File: src/rtl/reg_dump_reader.sv
// Read-side dump engine for the register file: walks first_addr..last_addr,
// snapshots each word and streams it out over a valid/ready handshake.
module reg_dump_reader #(
  parameter int ADDR_W = 5,
  parameter int DATA_W = 32
) (
  input  logic              clk,
  input  logic              rst,
  input  logic              start,
  input  logic              abort,
  input  logic [ADDR_W-1:0] first_addr,
  input  logic [ADDR_W-1:0] last_addr,
  output logic [ADDR_W-1:0] rd_addr,
  input  logic [DATA_W-1:0] rd_data,
  output logic              out_valid,
  input  logic              out_ready,
  output logic [DATA_W-1:0] out_data,
  output logic [ADDR_W-1:0] out_addr,
  output logic              out_last,
  output logic              busy,
  output logic              done,
  output logic              aborted,
  output logic              err
);

  typedef enum logic [1:0] {
    IDLE  = 2'd0,
    FETCH = 2'd1,
    SEND  = 2'd2,
    DONE  = 2'd3
  } state_t;

  state_t            state_r;
  logic [ADDR_W-1:0] cur_r;
  logic [ADDR_W-1:0] end_r;
  logic              abort_pend_r;
  logic              pend_eff_s;
  logic [ADDR_W-1:0] next_addr_s;

  // An abort arriving on the same edge as a decision counts as already pending.
  always_comb begin
    pend_eff_s  = abort_pend_r | abort;
    next_addr_s = cur_r + {{(ADDR_W-1){1'b0}}, 1'b1};
  end

  // Dump sequencer; rd_addr is kept equal to cur_r whenever FETCH is entered.
  always_ff @(posedge clk or negedge rst) begin
    if (!rst) begin
      state_r      <= IDLE;
      cur_r        <= {ADDR_W{1'b0}};
      end_r        <= {ADDR_W{1'b0}};
      abort_pend_r <= 1'b0;
      rd_addr      <= {ADDR_W{1'b0}};
      out_valid    <= 1'b0;
      out_data     <= {DATA_W{1'b0}};
      out_addr     <= {ADDR_W{1'b0}};
      out_last     <= 1'b0;
      busy         <= 1'b0;
      done         <= 1'b0;
      aborted      <= 1'b0;
      err          <= 1'b0;
    end else begin
      done <= 1'b0;
      err  <= 1'b0;
      case (state_r)
        IDLE: begin
          if (start) begin
            if (first_addr <= last_addr) begin
              cur_r   <= first_addr;
              end_r   <= last_addr;
              rd_addr <= first_addr;
              busy    <= 1'b1;
              state_r <= FETCH;
            end else begin
              err <= 1'b1;
            end
          end
        end
        FETCH: begin
          abort_pend_r <= pend_eff_s;
          if (pend_eff_s) begin
            done    <= 1'b1;
            aborted <= 1'b1;
            state_r <= DONE;
          end else begin
            out_data  <= rd_data;
            out_addr  <= cur_r;
            out_last  <= (cur_r == end_r);
            out_valid <= 1'b1;
            state_r   <= SEND;
          end
        end
        SEND: begin
          abort_pend_r <= pend_eff_s;
          if (out_ready) begin
            out_valid <= 1'b0;
            if (out_last || pend_eff_s) begin
              done    <= 1'b1;
              aborted <= pend_eff_s;
              state_r <= DONE;
            end else begin
              cur_r   <= next_addr_s;
              rd_addr <= next_addr_s;
              state_r <= FETCH;
            end
          end
        end
        DONE: begin
          abort_pend_r <= 1'b0;
          aborted      <= 1'b0;
          busy         <= 1'b0;
          state_r      <= IDLE;
        end
        default: begin
          state_r <= IDLE;
        end
      endcase
    end
  end

endmodule

File: config.mk
export PLATFORM = sky130hd
export DESIGN_NAME = reg_dump_reader
export DESIGN_NICKNAME = d
export VERILOG_FILES = /design/src/rtl/reg_dump_reader.sv
export SDC_FILE = /design/constraint.sdc
export NUM_CORES = 1
export LEC_CHECK = 0
export CAP_MARGIN = 10
export CORE_ASPECT_RATIO = 0.75
export CORE_MARGIN = 2
export CORE_UTILIZATION = 46
export CTS_BUF_LIST = sky130_fd_sc_hd__clkbuf_4 sky130_fd_sc_hd__clkbuf_8
export DETAILED_ROUTE_END_ITERATION = 16
export PLACE_DENSITY = 0.92
export SETUP_SLACK_MARGIN = 0.02
export SLEW_MARGIN = 20
export SYNTH_ARGS = -nofsm -noshare
export SYNTH_HDL_FRONTEND = slang
export SYNTH_SLANG_ARGS = --single-unit
File: constraint.sdc
create_clock -name clk -period 2.2 [get_ports clk]
set_clock_uncertainty 0.05 [all_clocks]
set_input_delay 0.66 -clock clk [delete_from_list [all_inputs] [get_ports clk]]
set_output_delay 0.66 -clock clk [all_outputs]
set_load 0.005 [all_outputs]
==> impl_metrics.json, run 1 <==
{
  "required_ns": 2.34,
  "cts_tree": "built",
  "track_usage_pct": 20.0,
  "grt_max_degree": 57,
  "cts.clk_slew.worst_paths_ns": 0.10,
  "reg2reg_to": "cur_r[0]",
  "ys_seq_area_share_pct": 53.4,
  "final_antenna_net_count": 0,
  "detail_route.wl_per_cell_um": 15.7,
  "antenna_found_initial": 0,
  "startpoint_type": "input pin",
  "wl_mm": 6.25,
  "core_um2": 5410,
  "powerDensity_nw_per_um2": 1260,
  "io_buffers": 94,
  "synth-seq-cells": 56,
  "area_delta_synth_final_pct": 49.1,
  "placed_cells": 386,
  "fin_ws_ns": 0.0936,
  "drive_above_1_share_pct": 27.6,
  "cts_buffers": 5,
  "fp.dieW_um": 91.2,
  "die-area_um2": 6330,
  "cp.arrival_ns": 2.25,
  "diodes": 0,
  "worst_slew_pin_slew_ns": 0.392,
  "synth.net_count": 270,
  "fin_nets": 380,
  "start_util_pct": 48.5,
  "hold_path.class": "in -> async",
  "yosysTopAreaCell": "dfrtp_1",
  "fp-row-count": 23,
  "cts_buffer_depth": 2,
  "drtIter0Drc": 59,
  "ys_top_cells_by_count": "dfrtp_1 (56), mux2_2 (42), inv_1 (15)",
  "grt_pass1_wl_mm": 10.2,
  "postSynth.asyncResetShare_pct": 100,
  "cap_violations": 0,
  "num_vias": 2007,
  "cp_max_fo": 3,
  "period_share_pct": 95.7,
  "synth_area_um2": 2630,
  "ir_drop_v": 0.000715,
  "r2r.worst_path.cells": 7,
  "clock-sinks": 56,
  "fin_crit_ns": 2.11,
  "cts_root_buf": "clkbuf_8",
  "synth_flop_cell": "dfrtp_1",
  "pin_count": 95,
  "dp_hpwl_mm": 4.61,
  "netlist_top_cells_area": "dfrtp_1 (53%), mux2_2 (18%), ha_1 (5.2%), inv_1 (2.1%), nand3_1 (1.7%)",
  "crit_type": "in -> reg",
  "yosysWarnings": 0,
  "fillers": 410,
  "htree_levels": 2,
  "ff2ff_setup_slack_ns": 0.28,
  "outcome": "finished, final reports clean",
  "synth_top_area_share_pct": 53.4,
  "syn-instance-count": 212,
  "drv_slew": 0,
  "cp-end-kind": "flop",
  "avgSynthCellArea_um2": 12.4,
  "first_pass_iters": 4,
  "r2r-start": "state_r[0]",
  "stdcell_count": 398,
  "vias_per_cell": 5.04,
  "synth_enable_flop_cells": 0,
  "ys_types": 38,
  "cts_hold_buffers": 0,
  "fmax_ghz": 0.475,
  "yosys.cell_count.top_type": "dfrtp_1",
  "drt_drc_violations_left": 0,
  "floorplan.die.height_um": 69.4,
  "p_leak_nw": 1.67,
  "grt_overflow_total": 0,
  "grt_pass1_vias": 2077,
  "routabilityCongestion": 0.878,
  "clock_latency_ns": 0.30,
  "hold_viol_final": 0,
  "place_ws_ns": -0.592,
  "setup-violations-final": 0,
  "maxSlewHeadroom_pct": 73.6
}
-- stage by stage --
| step | TNS, ns | utilization (%) | area [um^2] | hold WS, ns | total power (W) |
|---|---|---|---|---|---|
| after floorplan | 0 | - | 2630 | 0.314 | 0.00300 |
| after global placement | -9.83 | 69.3 | 3750 | 0.436 | 0.00422 |
| after detailed placement | -11.87 | 69.3 | 3750 | 0.438 | 0.00433 |
| after CTS | 0 | 72.3 | 3910 | 0.299 | 0.00496 |
| after global routing | -0.0293 | 72.4 | 3920 | 0.305 | 0.00530 |
| final | 0 | 72.4 | 3920 | 0.295 | 0.00494 |
-- sequential cells by signal (all words and copies together) (netlist names) --
| register | cells |
|---|---|
| abort_pend_r | 1 |
| end_r | 5 |
| busy | 1 |
| state_r | 2 |
| cur_r | 5 |
| out_last | 1 |
| out_data | 32 |
| err | 1 |
| out_valid | 1 |
| aborted | 1 |
| done | 1 |
| out_addr | 5 |
-- worst max-delay path by stage --
stage,slack (ns),end,from,depth (start not counted)
4_1_cts,0.06,cur_r[0],last_addr[3],8
3_5_place_dp,-0.59,state_r[1],last_addr[4],9
3_3_place_gp,-0.49,state_r[1],last_addr[4],9
2_1_floorplan,0.03,cur_r[0],last_addr[4],7
5_1_grt,-0.03,cur_r[3],last_addr[1],9
6_report,0.09,cur_r[0],first_addr[2],7
-- cell usage in the layout, fill, tap and decap left out, drive strengths merged, types with 3 or more instances in the layout --
master,count
clkdlybuf4s50,82
dfrtp,56
mux2,43
buf,17
inv,16
ha,11
nand2,10
nand3,9
clkbuf,9
o21ai,8
nor2,8
a21oi,6
clkdlybuf4s15,5
nor3b,4
a31oi,3
mux2i,3
xor2,3
nor2b,3
-- layer usage --
metal / wire length [um] / GRT usage [%] / vias up
met2: 3050 / 34.5 / 79
met5: 0 / 0 / -
met4: 21 / 1.52 / 0
met3: 441 / 5.11 / 2
li1: - / - / 970
met1: 2740 / 26.9 / 956
-- power breakdown --
| part | switching (W) | total [W] | internal [W] |
|---|---|---|---|
| Sequential | 0.000366 | 0.00190 | 0.00154 |
| Clock | 0.000337 | 0.000564 | 0.000227 |
| Combinational | 0.000898 | 0.00247 | 0.00157 |
| Total | 0.00160 | 0.00494 | 0.00334 |
-- layout make-up --
cell class                      count  area [um^2]  area share (%)
Clock buffer                        5         68.8            1.76
Sequential cell                    56         1400            35.8
Tap cell                           75         93.8            2.40
Clock inverter                      3         21.3           0.543
Multi-Input combinational cell    134         1200            30.6
Timing Repair Buffer              110         1070            27.5
Inverter                           15         56.3            1.44
-- worst max-delay path, cell delays in order --
cell and delay [ns]:
clkdlybuf4s15_1 0.22, ha_4 0.30, nand3_2 0.09, or3_4 0.34
o211a_1 0.17, nor2_2 0.16, mux2_4 0.31
-- cell families (layout without fill, tap and decap cells) --
group,Yosys count,count (layout),synth area share [%]
XOR/XNOR,5,5,1.67
AO/OA/AOI/OAI,30,30,8.01
flip-flops,56,56,53.4
multiplexers,46,46,19.7
AND/OR/NAND/NOR,42,42,8.58
buffers and inverters,22,133,3.38
adder cells (fa/ha/maj),11,11,5.24
-- what timing repair did --
action                                  4_1_cts  5_1_grt
hold endpoints to repair                      0        0
gates resized for setup                      22       14
gates cloned                                  0        0
pin swaps                                     5        5
endpoints found under the setup margin       13        7
buffers inserted                              3        1
(Power assumes the default switching activity.)
==> run 2, diff against run 1 <==
Settings changed: SKIP_CTS_REPAIR_TIMING set to 1.
==> run 2 against run 1 <==
Critical path depth up 3; maximum frequency fell by 1.7%; hold slack worse by 0.0010 ns; wire length grew 0.16%; setup slack worse by 0.037 ns; sequential share of layout area shrank 0.42 points; count of clock-buffer cells in the layout is the same; via count up 0.20%; register-to-register slack lost 0.02 ns; cell count fell by 0.25%; highest routed layer is now met3; non-clock buffer count shrank 1; die area unchanged; critical endpoint is now cur_r[3].
==> impl_metrics.json, run 2 (synthesis results as in run 1) <==
{
  "path_buf_inv": 4,
  "cts_tree": "built",
  "critPathMaxStageDelay_ns": 0.37,
  "reg2reg_to": "cur_r[0]",
  "final_common_cell": "clkdlybuf4s50_1",
  "cts_buffers": 5,
  "endpoint": "cur_r[3]",
  "vias_per_cell": 5.07,
  "switching_share_pct": 32.5,
  "grt_overflow_total": 0,
  "final_cell_mix": "clkdlybuf4s50_1 (82), dfrtp_1 (56), mux2_2 (42)",
  "powerDensity_nw_per_um2": 1250,
  "grt_max_degree": 57,
  "track_usage_pct": 19.3,
  "crit_path_start": "last_addr[3]",
  "pin_count": 95,
  "largest_reg_flops": 32,
  "dp_hpwl_mm": 4.61,
  "fin_ws_ns": 0.0569,
  "ir_drop_v": 0.000713,
  "switchingPower_w": 0.00161,
  "fmax_ghz": 0.467,
  "fillers": 399,
  "p_leak_nw": 1.75,
  "drt_drc_violations_left": 0,
  "r2r.worst_path.cells": 7,
  "cts.clk_slew.worst_paths_ns": 0.10,
  "final_antenna_net_count": 0,
  "clock_latency_ns": 0.30,
  "crit_type": "in -> reg",
  "drv_slew": 0,
  "multi_input_area_um2": 1210,
  "fin_crit_ns": 2.14,
  "hold_path.class": "in -> async",
  "cts_buffer_depth": 2,
  "worstPathCellList": "dlymetal6s2s_1 -> inv_1 -> ha_1 -> nand2_2 -> or3_4 -> buf_4 -> o211ai_1 -> buf_4 -> a32oi_1 -> nand3_1",
  "critPathSlowestCell": "or3_4",
  "outcome": "finished, final reports clean",
  "cts_root_buf": "clkbuf_8",
  "drtIter0Drc": 98,
  "place_ws_ns": -0.592,
  "required_ns": 2.39,
  "first_pass_iters": 4,
  "cp_max_fo": 6,
  "cp.arrival_ns": 2.33,
  "setup-violations-final": 0,
  "power_frac_seq_pct": 38.6,
  "floorplan.die.height_um": 69.4,
  "fp.dieW_um": 91.2,
  "diodes": 0,
  "top_register": "out_data",
  "combPwrFrac_pct": 49.9,
  "hold_viol_final": 0,
  "period_share_pct": 97.4,
  "path_depth": 10,
  "core_um2": 5410,
  "io_buffers": 94,
  "start_util_pct": 48.5,
  "cpMostUsedCell": "buf_4",
  "antenna_found_initial": 0,
  "num_vias": 2011,
  "worst_slew_pin_slew_ns": 0.545,
  "area_delta_synth_final_pct": 50.9,
  "maxSlewHeadroom_pct": 63.5,
  "clock-sinks": 56,
  "fin_nets": 379,
  "cap_violations": 0,
  "ff2ff_setup_slack_ns": 0.26,
  "grt_pass1_wl_mm": 9.92,
  "startpoint_type": "input pin",
  "fp-row-count": 23,
  "htree_levels": 2,
  "detail_route.wl_per_cell_um": 15.8,
  "r2r-start": "state_r[0]",
  "cp-end-kind": "flop",
  "internal-power_w": 0.00333,
  "seq_area_um2": 1400,
  "wl_mm": 6.26,
  "final_core_util_pct": 73.2,
  "clkPwrFrac_pct": 11.5,
  "routabilityCongestion": 0.878,
  "grt_pass1_vias": 2019,
  "die-area_um2": 6330,
  "drive_above_1_share_pct": 26.1,
  "cp_top_family": "simple AND/OR/NAND/NOR gates"
}
## run 2: changes by cell type in the layout (fill, tap and decap cells not counted)
cell	previous run	this run
clkbuf_2	4	0
dlygate4sd2_1	1	0
nand3_2	1	0
dlymetal6s2s_1	1	11
buf_4	13	12
clkdlybuf4s15_1	5	0
nand3_4	0	1
## run 2: worst register-to-register path: stages, from the launching register on
cell and delay (ns):
dfrtp_1 0.46, inv_1 0.14, ha_1 0.31, nand2_1 0.14, o22ai_4 0.16, inv_1 0.12
nor2_2 0.16, mux2_4 0.31
## run 2: how the worst min path moves through the flow
stage / slack, ns / to / from
detailed placement: 0.44 / out_valid / out_valid
finish: 0.29 / out_data[0] / rst
global placement: 0.44 / out_valid / out_valid
floorplan: 0.31 / abort_pend_r / rst
CTS: 0.30 / out_data[30] / rst
global route: 0.30 / out_data[0] / rst
## run 2: final cells by class
cell class,count,share of cell area [%]
clock buffer,5,1.74
clock inverter,3,0.537
inverter,15,1.42
multi-input combinational,134,30.4
sequential,56,35.4
tap,75,2.37
timing repair buffer,109,28.1
## run 2: routing by layer
metal / wire length, um / global-route usage, % / vias to the layer above
li1: - / - / 970
met1: 2820 / 26.5 / 974
met2: 3050 / 32.3 / 67
met3: 388 / 5.11 / 0
met4: 0 / 1.52 / 0
met5: 0 / 0 / -
## run 2: power groups by stage
| stage | logic, W | clock network [W] | registers (W) |
|---|---|---|---|
| after floorplan | 0.00110 | 0 | 0.00190 |
| after CTS | 0.00241 | 0.000593 | 0.00191 |
| final | 0.00246 | 0.000565 | 0.00191 |
| after detailed placement | 0.00240 | 0 | 0.00193 |
| after global routing | 0.00268 | 0.000635 | 0.00198 |
| after global placement | 0.00233 | 0 | 0.00189 |
## run 2: metrics by stage
step | TNS (ns) | hold slack, ns | power [W] | cell area [um^2] | instances
final | 0 | 0.294 | 0.00494 | 3960 | 397
after global routing | -0.0361 | 0.298 | 0.00530 | 3960 | 397
after CTS | -2.11 | 0.299 | 0.00492 | 3840 | 394
after detailed placement | -11.87 | 0.438 | 0.00433 | 3750 | 386
after global placement | -9.83 | 0.436 | 0.00422 | 3750 | 386
after floorplan | 0 | 0.314 | 0.00300 | 2630 | 212
==> run 3, diff against run 2 <==
Settings changed: CORE_UTILIZATION 46 to 45, CTS_BUF_LIST sky130_fd_sc_hd__clkbuf_4 sky130_fd_sc_hd__clkbuf_8 to not set, PLACE_DENSITY 0.92 to 0.91.
==> run 3 against run 2 <==
Sequential power hardly changed; cell area grew 1.8%; count of clock-buffer cells in the layout rose by 1; critical endpoint is now cur_r[1]; highest routed layer is now met4.
==> impl_metrics.json, run 3 (synthesis results as in run 1) <==
{
  "outcome": "finished, final reports clean",
  "rsz0062_at_grt": "false",
  "fp-row-count": 24,
  "floorplan.die.height_um": 70.1,
  "r2r.worst_path.cells": 7,
  "top_register": "out_data",
  "clock_latency_ns": 0.31,
  "cts_buffers": 5,
  "fp.dieW_um": 92.2,
  "cpMostUsedCell": "a21oi_1",
  "startpoint_type": "input pin",
  "worst_slew_pin_slew_ns": 0.639,
  "worstPathCellList": "clkdlybuf4s50_1 -> inv_1 -> or3_4 -> o211ai_1 -> buf_4 -> a21oi_1 -> a21oi_1",
  "drt_drc_violations_left": 0,
  "grt_overflow_total": 0,
  "largest_reg_flops": 32,
  "cts_root_buf": "clkbuf_8",
  "cp.arrival_ns": 2.30,
  "clock-sinks": 56,
  "period_share_pct": 96.4,
  "hold_viol_final": 0,
  "grt_pass1_vias": 2157,
  "r2r-start": "state_r[0]",
  "core_um2": 5740,
  "drv_slew": 0,
  "final_common_cell": "clkdlybuf4s50_1",
  "whs_ns": 0.313,
  "final_cell_mix": "clkdlybuf4s50_1 (83), dfrtp_1 (56), mux2_2 (42)",
  "cts.clk_slew.worst_paths_ns": 0.10,
  "ff2ff_setup_slack_ns": 0.17,
  "fin_nets": 379,
  "cp-end-kind": "flop",
  "design_area_um2": 4030,
  "cap_violations": 0,
  "num_vias": 2095,
  "p_leak_nw": 1.75,
  "area_delta_synth_final_pct": 53.6,
  "track_usage_pct": 19.9,
  "critPathMaxStageDelay_ns": 0.53,
  "fmax_ghz": 0.471,
  "start_util_pct": 45.8,
  "critPathSlowestCell": "clkdlybuf4s50_1",
  "detail_route.wl_per_cell_um": 16.5,
  "io_buffers": 94,
  "path_buf_inv": 3,
  "cp_top_family": "buffers and inverters",
  "dp_hpwl_mm": 4.73,
  "ir_drop_v": 0.000819,
  "diodes": 0,
  "cts_tree": "built",
  "pin_count": 95,
  "reg2reg_to": "cur_r[0]",
  "vias_per_cell": 5.24,
  "antenna_found_initial": 0,
  "drive_above_1_share_pct": 27.6,
  "setup_tns_ns": 0,
  "final_antenna_net_count": 0,
  "cts_buffer_depth": 2,
  "htree_levels": 2,
  "crit_type": "in -> reg",
  "routabilityCongestion": 0.823,
  "first_pass_iters": 4,
  "wl_mm": 6.60,
  "final_core_util_pct": 70.3,
  "cp_max_fo": 7,
  "drtIter0Drc": 83,
  "powerDensity_nw_per_um2": 1270,
  "die-area_um2": 6470,
  "required_ns": 2.38,
  "grt_pass1_wl_mm": 10.2,
  "dpl_cell_area_um2": 3760,
  "fillers": 423,
  "hold_path.class": "in -> async",
  "total_power_w": 0.00510,
  "setup-violations-final": 0,
  "fin_crit_ns": 2.12,
  "maxSlewHeadroom_pct": 57.4,
  "grt_max_degree": 31
}
[run 3: area by class of cell]
cell class	count	area [um^2]	share of cell area (%)
Clock buffer	6	72.6	1.80
Tap cell	78	97.6	2.42
Sequential cell	56	1400	34.8
Clock inverter	2	35.0	0.869
Inverter	15	56.3	1.40
Multi-Input combinational cell	134	1240	30.9
Timing Repair Buffer	109	1120	27.9
[run 3: worst max-delay path by stage]
| stage | cells after the start | slack, ns | end | startpoint |
|---|---|---|---|---|
| floorplan | 7 | 0.03 | cur_r[0] | last_addr[4] |
| global placement | 8 | -0.48 | cur_r[0] | last_addr[4] |
| detailed placement | 9 | -0.59 | state_r[1] | last_addr[3] |
| CTS | 9 | -0.27 | state_r[1] | last_addr[3] |
| global route | 7 | 0.005 | cur_r[1] | start |
| finish | 7 | 0.08 | cur_r[1] | start |
[run 3: metal layers]
| metal | global-route usage, % | wire, um | vias up |
|---|---|---|---|
| met5 | 0 | 0 | - |
| met4 | 5.14 | 87 | 0 |
| met3 | 4.85 | 409 | 11 |
| met2 | 33.1 | 3240 | 91 |
| met1 | 26.4 | 2860 | 1031 |
| li1 | - | - | 962 |
[run 3: worst reg2reg max path, cell delays in order (launching register included)]
cell     delay [ns]
dfrtp_1        0.47
inv_1          0.15
ha_1           0.30
inv_1          0.16
o22ai_4        0.20
inv_1          0.12
nor2_2         0.17
mux2_4         0.31
[run 3: where the power goes]
group | internal (W) | switching, W | leakage (nW) | total (W)
combinational | 0.00159 | 0.000918 | 1.03 | 0.00251
sequential | 0.00154 | 0.000385 | 0.670 | 0.00192
clock | 0.000339 | 0.000334 | 0.0552 | 0.000673
total | 0.00347 | 0.00164 | 1.75 | 0.00510
[run 3: metrics by stage]
stage	setup WS, ns	instances
floorplan	0.0310	212
global placement	-0.484	388
detailed placement	-0.591	388
CTS	-0.266	396
global route	0.00455	400
finish	0.0791	400
